**config.mk**
```make
export PLATFORM = sky130hd
export DESIGN_NAME = leb128_fetch
export DESIGN_NICKNAME = d
export VERILOG_FILES = /design/src/rtl/leb128_fetch_pkg.sv /design/src/rtl/leb128_fetch.sv
export SDC_FILE = /design/constraint.sdc
export NUM_CORES = 1
export LEC_CHECK = 0
export ABC_AREA = 1
export ABC_CLOCK_PERIOD_IN_PS = 6600
export CORE_MARGIN = 2
export CORE_UTILIZATION = 35
export DETAILED_ROUTE_END_ITERATION = 12
export PLACE_DENSITY = 0.61
export SLEW_MARGIN = 10
export SYNTH_ARGS = -nofsm -noshare
export SYNTH_HDL_FRONTEND = slang
export SYNTH_SLANG_ARGS = --single-unit
export TNS_END_PERCENT = 20
```
**constraint.sdc**
```tcl
create_clock -name clk -period 6.6 [get_ports clk]
set_input_delay 0.66 -clock clk [delete_from_list [all_inputs] [get_ports clk]]
set_output_delay 0.66 -clock clk [all_outputs]
set_load 0.02 [all_outputs]
```
**src/rtl/leb128_fetch_pkg.sv**
```systemverilog
// Shared type codes, trap codes, FSM encoding and LEB128 helper functions
// for the immediate-operand fetch stage.
package leb128_fetch_pkg;

    // Operand type codes shared with the CPU execute logic.
    localparam logic [1:0] TYPE_I32 = 2'd0;
    localparam logic [1:0] TYPE_I64 = 2'd1;

    // Trap codes forwarded unchanged by the CPU; zero means no trap.
    localparam logic [3:0] TRAP_NONE         = 4'd0;
    localparam logic [3:0] TRAP_MEM_BOUNDS   = 4'd1;
    localparam logic [3:0] TRAP_LEB_OVERLONG = 4'd2;
    localparam logic [3:0] TRAP_LEB_PADDING  = 4'd3;

    // Longest encoding is 10 bytes, so only 80 bits of the ROM window matter.
    localparam int WIN_BITS = 80;

    typedef enum logic [2:0] {
        ST_IDLE   = 3'd0,
        ST_FETCH  = 3'd1,
        ST_WAIT   = 3'd2,
        ST_DECODE = 3'd3,
        ST_DONE   = 3'd4
    } state_t;

    // Ones in every bit at or above 7*len; len must be 1..9 so the shift stays below 64.
    function automatic logic [63:0] sign_fill_mask(input logic [3:0] len);
        logic [6:0] sh;
        sh = 7'(len) * 7'd7;
        return ~((64'd1 << sh) - 64'd1);
    endfunction

    // Checks the unused high payload bits of a maximum-length final byte.
    function automatic logic pad_ok(input logic [6:0] payload,
                                    input logic       wide,
                                    input logic       sgn);
        logic ok;
        case ({wide, sgn})
            2'b00:   ok = (payload[6:4] == 3'b000);
            2'b01:   ok = (payload[6:3] == 4'b0000) || (payload[6:3] == 4'b1111);
            2'b10:   ok = (payload[6:1] == 6'b000000);
            2'b11:   ok = (payload[6:0] == 7'b0000000) || (payload[6:0] == 7'b1111111);
            default: ok = 1'b0;
        endcase
        return ok;
    endfunction

endpackage

```
**src/rtl/leb128_fetch.sv**
```systemverilog
// LEB128 immediate fetch: reads a ROM window at pc, decodes one signed or
// unsigned 32/64-bit LEB128 value byte-serially and reports value, length,
// next pc and trap code with a one-cycle done pulse.
module leb128_fetch
    import leb128_fetch_pkg::*;
#(
    parameter int MEM_DEPTH = 6,
    parameter int MEM_EXTRA = 4
) (
    input  logic                        clk,
    input  logic                        reset,
    input  logic                        start,
    input  logic [MEM_DEPTH:0]          pc,
    input  logic                        is_signed,
    input  logic                        is_64,
    output logic                        busy,
    output logic                        done,
    output logic [63:0]                 value,
    output logic [1:0]                  value_type,
    output logic [3:0]                  length,
    output logic [MEM_DEPTH:0]          next_pc,
    output logic [3:0]                  trap,
    output logic [MEM_DEPTH:0]          mem_addr,
    output logic [MEM_EXTRA-1:0]        mem_extra,
    input  logic [(2**MEM_EXTRA)*8-1:0] mem_data,
    input  logic                        mem_error
);

    localparam int AW = MEM_DEPTH + 1;
    localparam int DW = (2**MEM_EXTRA) * 8;

    state_t              state_r;
    logic [AW-1:0]       pc_r;
    logic                signed_r;
    logic                wide_r;
    logic [WIN_BITS-1:0] window_r;
    logic                err_r;
    logic [3:0]          idx_r;
    logic [63:0]         acc_r;

    logic                busy_r;
    logic                done_r;
    logic [63:0]         value_r;
    logic [1:0]          value_type_r;
    logic [3:0]          length_r;
    logic [AW-1:0]       next_pc_r;
    logic [3:0]          trap_r;
    logic [AW-1:0]       mem_addr_r;
    logic [MEM_EXTRA-1:0] mem_extra_r;

    logic [7:0]          byte_s;
    logic [6:0]          shamt_s;
    logic [63:0]         acc_next_s;
    logic [3:0]          len_next_s;
    logic [3:0]          limit_s;
    logic                last_s;
    logic [63:0]         fill_s;
    logic [63:0]         ext_s;
    logic [AW-1:0]       next_pc_s;
    logic                fin_s;
    logic [3:0]          fin_trap_s;
    logic [3:0]          fin_len_s;
    logic [63:0]         fin_value_s;
    logic [AW-1:0]       fin_next_pc_s;

    // ROM bytes beyond the longest encoding are never looked at.
    logic                unused_data_s;
    assign unused_data_s = ^mem_data[DW-1:WIN_BITS];

    assign busy       = busy_r;
    assign done       = done_r;
    assign value      = value_r;
    assign value_type = value_type_r;
    assign length     = length_r;
    assign next_pc    = next_pc_r;
    assign trap       = trap_r;
    assign mem_addr   = mem_addr_r;
    assign mem_extra  = mem_extra_r;

    // Per-byte decode step: accumulate payload, detect end, overlong and padding errors.
    always_comb begin
        byte_s        = window_r[7:0];
        shamt_s       = 7'(idx_r) * 7'd7;
        acc_next_s    = acc_r | ({57'd0, byte_s[6:0]} << shamt_s);
        len_next_s    = idx_r + 4'd1;
        limit_s       = wide_r ? 4'd10 : 4'd5;
        last_s        = (len_next_s == limit_s);
        fill_s        = (signed_r && byte_s[6] && (len_next_s < 4'd10))
                        ? sign_fill_mask(len_next_s) : 64'd0;
        ext_s         = acc_next_s | fill_s;
        next_pc_s     = pc_r + AW'(len_next_s);

        fin_s         = 1'b0;
        fin_trap_s    = TRAP_NONE;
        fin_len_s     = 4'd0;
        fin_value_s   = 64'd0;
        fin_next_pc_s = pc_r;
        if (err_r) begin
            fin_s         = 1'b1;
            fin_trap_s    = TRAP_MEM_BOUNDS;
        end else if (byte_s[7] && last_s) begin
            fin_s         = 1'b1;
            fin_trap_s    = TRAP_LEB_OVERLONG;
            fin_len_s     = len_next_s;
            fin_next_pc_s = next_pc_s;
        end else if (byte_s[7]) begin
            fin_s         = 1'b0;
        end else if (last_s && !pad_ok(byte_s[6:0], wide_r, signed_r)) begin
            fin_s         = 1'b1;
            fin_trap_s    = TRAP_LEB_PADDING;
            fin_len_s     = len_next_s;
            fin_next_pc_s = next_pc_s;
        end else begin
            fin_s         = 1'b1;
            fin_len_s     = len_next_s;
            fin_value_s   = wide_r ? ext_s : {32'd0, ext_s[31:0]};
            fin_next_pc_s = next_pc_s;
        end
    end

    // Request FSM with datapath registers and registered result outputs.
    always_ff @(posedge clk or negedge reset) begin
        if (!reset) begin
            state_r      <= ST_IDLE;
            pc_r         <= '0;
            signed_r     <= 1'b0;
            wide_r       <= 1'b0;
            window_r     <= '0;
            err_r        <= 1'b0;
            idx_r        <= 4'd0;
            acc_r        <= 64'd0;
            busy_r       <= 1'b0;
            done_r       <= 1'b0;
            value_r      <= 64'd0;
            value_type_r <= TYPE_I32;
            length_r     <= 4'd0;
            next_pc_r    <= '0;
            trap_r       <= TRAP_NONE;
            mem_addr_r   <= '0;
            mem_extra_r  <= '0;
        end else begin
            case (state_r)
                ST_IDLE: begin
                    done_r <= 1'b0;
                    if (start) begin
                        state_r     <= ST_FETCH;
                        pc_r        <= pc;
                        signed_r    <= is_signed;
                        wide_r      <= is_64;
                        busy_r      <= 1'b1;
                        mem_addr_r  <= pc;
                        mem_extra_r <= is_64 ? MEM_EXTRA'(4'd9) : MEM_EXTRA'(4'd4);
                    end else begin
                        state_r     <= ST_IDLE;
                    end
                end
                ST_FETCH: begin
                    state_r <= ST_WAIT;
                end
                ST_WAIT: begin
                    window_r <= mem_data[WIN_BITS-1:0];
                    err_r    <= mem_error;
                    idx_r    <= 4'd0;
                    acc_r    <= 64'd0;
                    state_r  <= ST_DECODE;
                end
                ST_DECODE: begin
                    if (fin_s) begin
                        state_r      <= ST_DONE;
                        done_r       <= 1'b1;
                        value_r      <= fin_value_s;
                        value_type_r <= wide_r ? TYPE_I64 : TYPE_I32;
                        length_r     <= fin_len_s;
                        next_pc_r    <= fin_next_pc_s;
                        trap_r       <= fin_trap_s;
                    end else begin
                        acc_r    <= acc_next_s;
                        idx_r    <= len_next_s;
                        window_r <= {8'd0, window_r[WIN_BITS-1:8]};
                    end
                end
                ST_DONE: begin
                    done_r  <= 1'b0;
                    busy_r  <= 1'b0;
                    state_r <= ST_IDLE;
                end
                default: begin
                    done_r  <= 1'b0;
                    busy_r  <= 1'b0;
                    state_r <= ST_IDLE;
                end
            endcase
        end
    end

endmodule

```
* After elaboration in Yosys (flattened, before gate mapping)
Index checks and enable logic that the tools add are counted.
** Cells by class
- Add/subtract/negate cells :: 3
- Eq/ne operators :: 12
- Bitwise logic cells :: 5
- $lt $le $gt $ge :: 1
- Multipliers :: 2
- Shifts and indexed selects :: 2
- Reduce and logical (&&, ||, !) cells :: 21
- Mux-type cells :: 39
** Operators with widths (count)
- $mux 64 :: 7
- $pmux 80 s2 :: 1
- $or 64x64->64 :: 2
- $pmux 64 s2 :: 1
- $mux 80 :: 1
- $not 64->64 :: 1
- $shl 1x7->64 const A :: 1
- $shl 7x7->64 :: 1
- $sub 64x1->64 const B :: 1
- $mux 4 :: 6
- $mux 7 :: 3
- $mul 4x3->7 const B :: 2
- $pmux 3 s4 :: 1
- $mux 1 :: 10
- $reduce_and 2->1 :: 5
- $mux 2 :: 4
- $pmux 4 s2 :: 1
- $add 7x4->7 :: 1
- $eq 7x7->1 const B :: 1
- $logic_not 7->1 :: 1
- $eq 3x2->1 const B :: 2
- $logic_not 3->1 :: 2
- $logic_not 6->1 :: 1
- $ne 2x2->1 const B :: 3
- other kinds (19) :: 26
** Storage, ports and cells
- Word-level logic and storage cells :: 101
- Input bits :: 141
- Flip-flop bits (word level) :: 248
- Output and inout bits :: 94

* Logic depth before layout (Yosys ltp)
- Depth after elaboration :: 12
- Mapped depth :: 18
- Gate-level depth less buffers :: 15

* Least setup slack after synthesis
Ideal clock, no wire load.
- Path type :: register to register
- From :: register idx_r[1]
- To :: register window_r[66]
- Data arrival time :: 2.452 ns
- Library setup time :: 0.130 ns
- Slack :: 4.017 ns
- Path buffers :: 5
- Data required time :: 6.470 ns
- Period minus slack after synthesis :: 2.583 ns
- Stages on the path, launching flop included :: 18
- Cells stage by stage :: dfrtp_1 > buf_2 > inv_1 > buf_1 > ha_1 > inv_1 > nand3_1 > nor2_1 > nand2_1 > nand3_2 > inv_2 > nand3_2 > buf_6 > nand2_4 > buf_6 > buf_6 > o211ai_1 > o21ai_0
** Between the ends
- Longest elaborated chain between the ends :: 7
** RTL lines
- from (decl) :: line leb128_fetch.sv:38 : logic [3:0] idx_r;
- from (signal assigned) :: line leb128_fetch.sv:178 : idx_r <= len_next_s;
- $add 4x1->4 :: line leb128_fetch.sv:85 : len_next_s = idx_r + 4'd1;
- $eq 4x4->1 :: line leb128_fetch.sv:87 : last_s = (len_next_s == limit_s);
- $logic_and 1x1->1 :: line leb128_fetch.sv:101 : end else if (byte_s[7] && last_s) begin
- $mux 1 :: line leb128_fetch.sv:101
- $mux 1 :: line leb128_fetch.sv:98 : if (err_r) begin
- $ne 2x2->1 (no line)
- $reduce_and 2->1 (no line)
- to (signal assigned) :: line leb128_fetch.sv:161 : window_r <= mem_data[WIN_BITS-1:0];
- to (signal assigned) :: line leb128_fetch.sv:179 : window_r <= {8'd0, window_r[WIN_BITS-1:8]};
- to (decl) :: line leb128_fetch.sv:36 : logic [WIN_BITS-1:0] window_r;
Every way passes these cells.
A chain may end at the register's enable or synchronous reset.

* Worst setup path after layout
- From :: register idx_r[0]
- To :: register window_r[62]
Same word-level chain as after synthesis.

==> results.yml <==
route:
  drtIter0Drc: 762
  drc: 0
  num_vias: 9604
  via_per_inst: 4.94
  routed_wl_um: 31200
  firstDrtPassIters: 5
  final_antenna_net_count: 0
  wl_per_cell_um: 16.0
clock_network:
  insertion_delay_ps: 530
  cts_buffer_depth: 3
  tritoncts: "yes"
  root_buffer: "clkbuf_16"
  cts.clk_slew.worst_paths_ps: 60
  cts_post_setup_buffers_inserted: 0
  post_cts_resized: 0
  holdBufCountCts: 0
  numCtsBuffers: 27
  cts_sinks: 242
  cts_max_level: 1
cells_and_area:
  layout-drive-gt1-share_pct: 5.13
  syn_to_final_growth_pct: 26.3
  multi_input_area_um2: 4310
  fin_nets: 1633
  seq_area_um2: 6060
  fillerInstances: 3256
floorplan:
  fp-row-count: 66
  dieArea_um2: 34100
  fp.dieH_um: 185
  ios: 235
  start_util_pct: 35.3
  core-area_um2: 32400
  die_w_um: 185
sta:
  tightest_slew_ps: 999
  hold_slack_ps: 112
  final.setup.worst_slack_ps: 2180
  finalHoldViolCount: 0
  setup_tns_ps: 0
  finalCritPeriodShare_pct: 67.0
  finalMaxSlewViolations: 0
  timing.max_slew.rel_slack_pct: 33.4
  fmax_mhz: 226
  rsz0062_at_grt: "false"
  period_needed_ps: 4420
  clock_skew_ps: 8.05
  setup_violations: 0
yosys:
  synth_ff_type: "dfrtp_1"
  synth_top_area_share_pct: 53.0
  synth-seq-cells: 242
  synth_cells: 1344
  synthArstFlopShare_pct: 100
  synth_seq_area_share_pct: 53.0
  yosysMostFrequentCell: "nand2_1"
  synth.distinct_cells: 37
  ys_top_cells_by_count: "nand2_1, dfrtp_1, inv_1, o21ai_0, a21oi_1"
  synth_area_um2: 11400
  avgSynthCellArea_um2: 8.51
  synth_edf_count: 0
  synth_top_area_cell: "dfrtp_1"
  ys_warn_count: 0
  synth.area.top_cells: "dfrtp_1, nand2_1, o21ai_0, inv_1, o211ai_1"
setup_path:
  reg2reg_slack_ps: 2180
  crit_required_ps: 7000
  worstSetupPathType: "flip-flop to flip-flop"
  arrival_ps: 4820
  critPathCaptureType: "flip-flop"
  worstSetupStartpointType: "flip-flop"
  crit_fanout: 88
placed_design:
  portBuffers: 182
  gp_congestion: 0.895
  hpwlAfterDp_um: 21500
  pre_cts_ws_ps: 2240
global_route:
  antenna_found_initial: 1
  first_global_vias: 9211
  grt_max_degree: 168
  grt_usage_pct: 18.4
  grt-ovfl-total: 0
  grt_pass1_wl_um: 50200
job:
  drv_cap: 0
hold_path:
  hold_class: "input pin to async pin"
pwr:
  peakVddDrop_mv: 0.241
  power_density_nw_per_um2: 428
  leakagePower_nw: 6.76
run_status:
  status: "complete, no violations"
sequential cells by signal (all words and copies together) (netlist names), 2 cells and up:
| register | count |
|---|---|
| mem_addr | 7 |
| mem_extra | 2 |
| window_r | 80 |
| value | 64 |
| next_pc | 7 |
| idx_r | 4 |
| trap | 2 |
| length | 4 |
| state_r | 3 |
| acc_r | 64 |
metal layers:
metal	vias to the layer above	part of all wire (%)	GRT usage (%)	wire, um
li1	4709	-	-	-
met1	4545	45	26.2	14200
met2	301	44	28.2	13800
met3	49	7.8	4.21	2450
met4	0	2.3	5.02	728
met5	-	0	0	0
metrics by stage:
| step | instance area [um2] | utilization, % | total power, mW | cells |
|---|---|---|---|---|
| finish | 14400 | 44.6 | 6.18 | 1944 |
| global route | 14400 | 44.6 | 6.63 | 1943 |
| CTS | 14400 | 44.6 | 6.25 | 1943 |
| detailed placement | 13400 | 41.5 | 4.54 | 1894 |
| global placement | 13400 | 41.5 | 4.50 | 1894 |
| floorplan | 11400 | - | 3.81 | 1347 |
critical path: stages (launching register included):
cell and delay, ps:
dfrtp_1 890, inv_1 560, ha_1 520, inv_1 150, nand3_1 80, nor2_1 120
nand2_1 100, nand3_2 110, inv_2 50, nand3_2 50, buf_4 500, nand2_4 470
buf_12 340, o211ai_1 150, o21ai_0 110
report_power, final:
| part | total [mW] | switching, mW | internal (mW) |
|---|---|---|---|
| clock network | 1.68 | 0.608 | 1.07 |
| logic | 2.37 | 1.56 | 0.810 |
| registers | 2.13 | 0.211 | 1.92 |
| total | 6.18 | 2.38 | 3.80 |
cell families after synthesis:
| logic type | Yosys count | share of synthesized area, % |
|---|---|---|
| compound gates | 407 | 20.5 |
| xor+xnor | 1 | 0.0766 |
| fa+ha+maj | 11 | 1.27 |
| buf+inv | 244 | 9.54 |
| flops | 242 | 53.0 |
| other cells | 1 | 0.0328 |
| simple gates | 438 | 15.7 |
worst paths after layout:
kind | start | end | cells after the start
max | idx_r[0] | window_r[62] | 14
min | reset | window_r[40] | 1
max reg2reg | idx_r[0] | window_r[62] | 14
min reg2reg | value[24] | value[24] | 1
max in group asynchronous | reset | acc_r[27] | 2
min in group clk | value[24] | value[24] | 1
placed cells by master (no fill, tap or decap), drive strengths merged, types with 2 or more instances in the layout:
cell type      Yosys  final
nand2            326    326
dfrtp            242    242
o21ai            187    187
clkdlybuf4s50      0    181
inv              157    157
a21oi             99     99
o211ai            72     72
nand3             50     50
clkbuf            31     38
nor3              30     30
a21o              28     28
nor2              27     27
o22ai             12     12
buf               56     11
ha                10     10
bufinv             0      6
clkinv             0      5
conb               1      4
a21boi             3      3
a31oi              3      3
nand4              3      3
or2                2      2
layout make-up:
type | instances | share of cell area (%)
inverters | 157 | 4.12
clock buffers | 38 | 5.52
flip-flops and latches | 242 | 41.9
repair buffers | 192 | 13.3
clock inverters | 11 | 1.42
well taps | 442 | 3.83
diodes | 1 | 0.0173
multi-input cells | 861 | 29.8
Note: power is estimated with default switching activity, not from simulation.
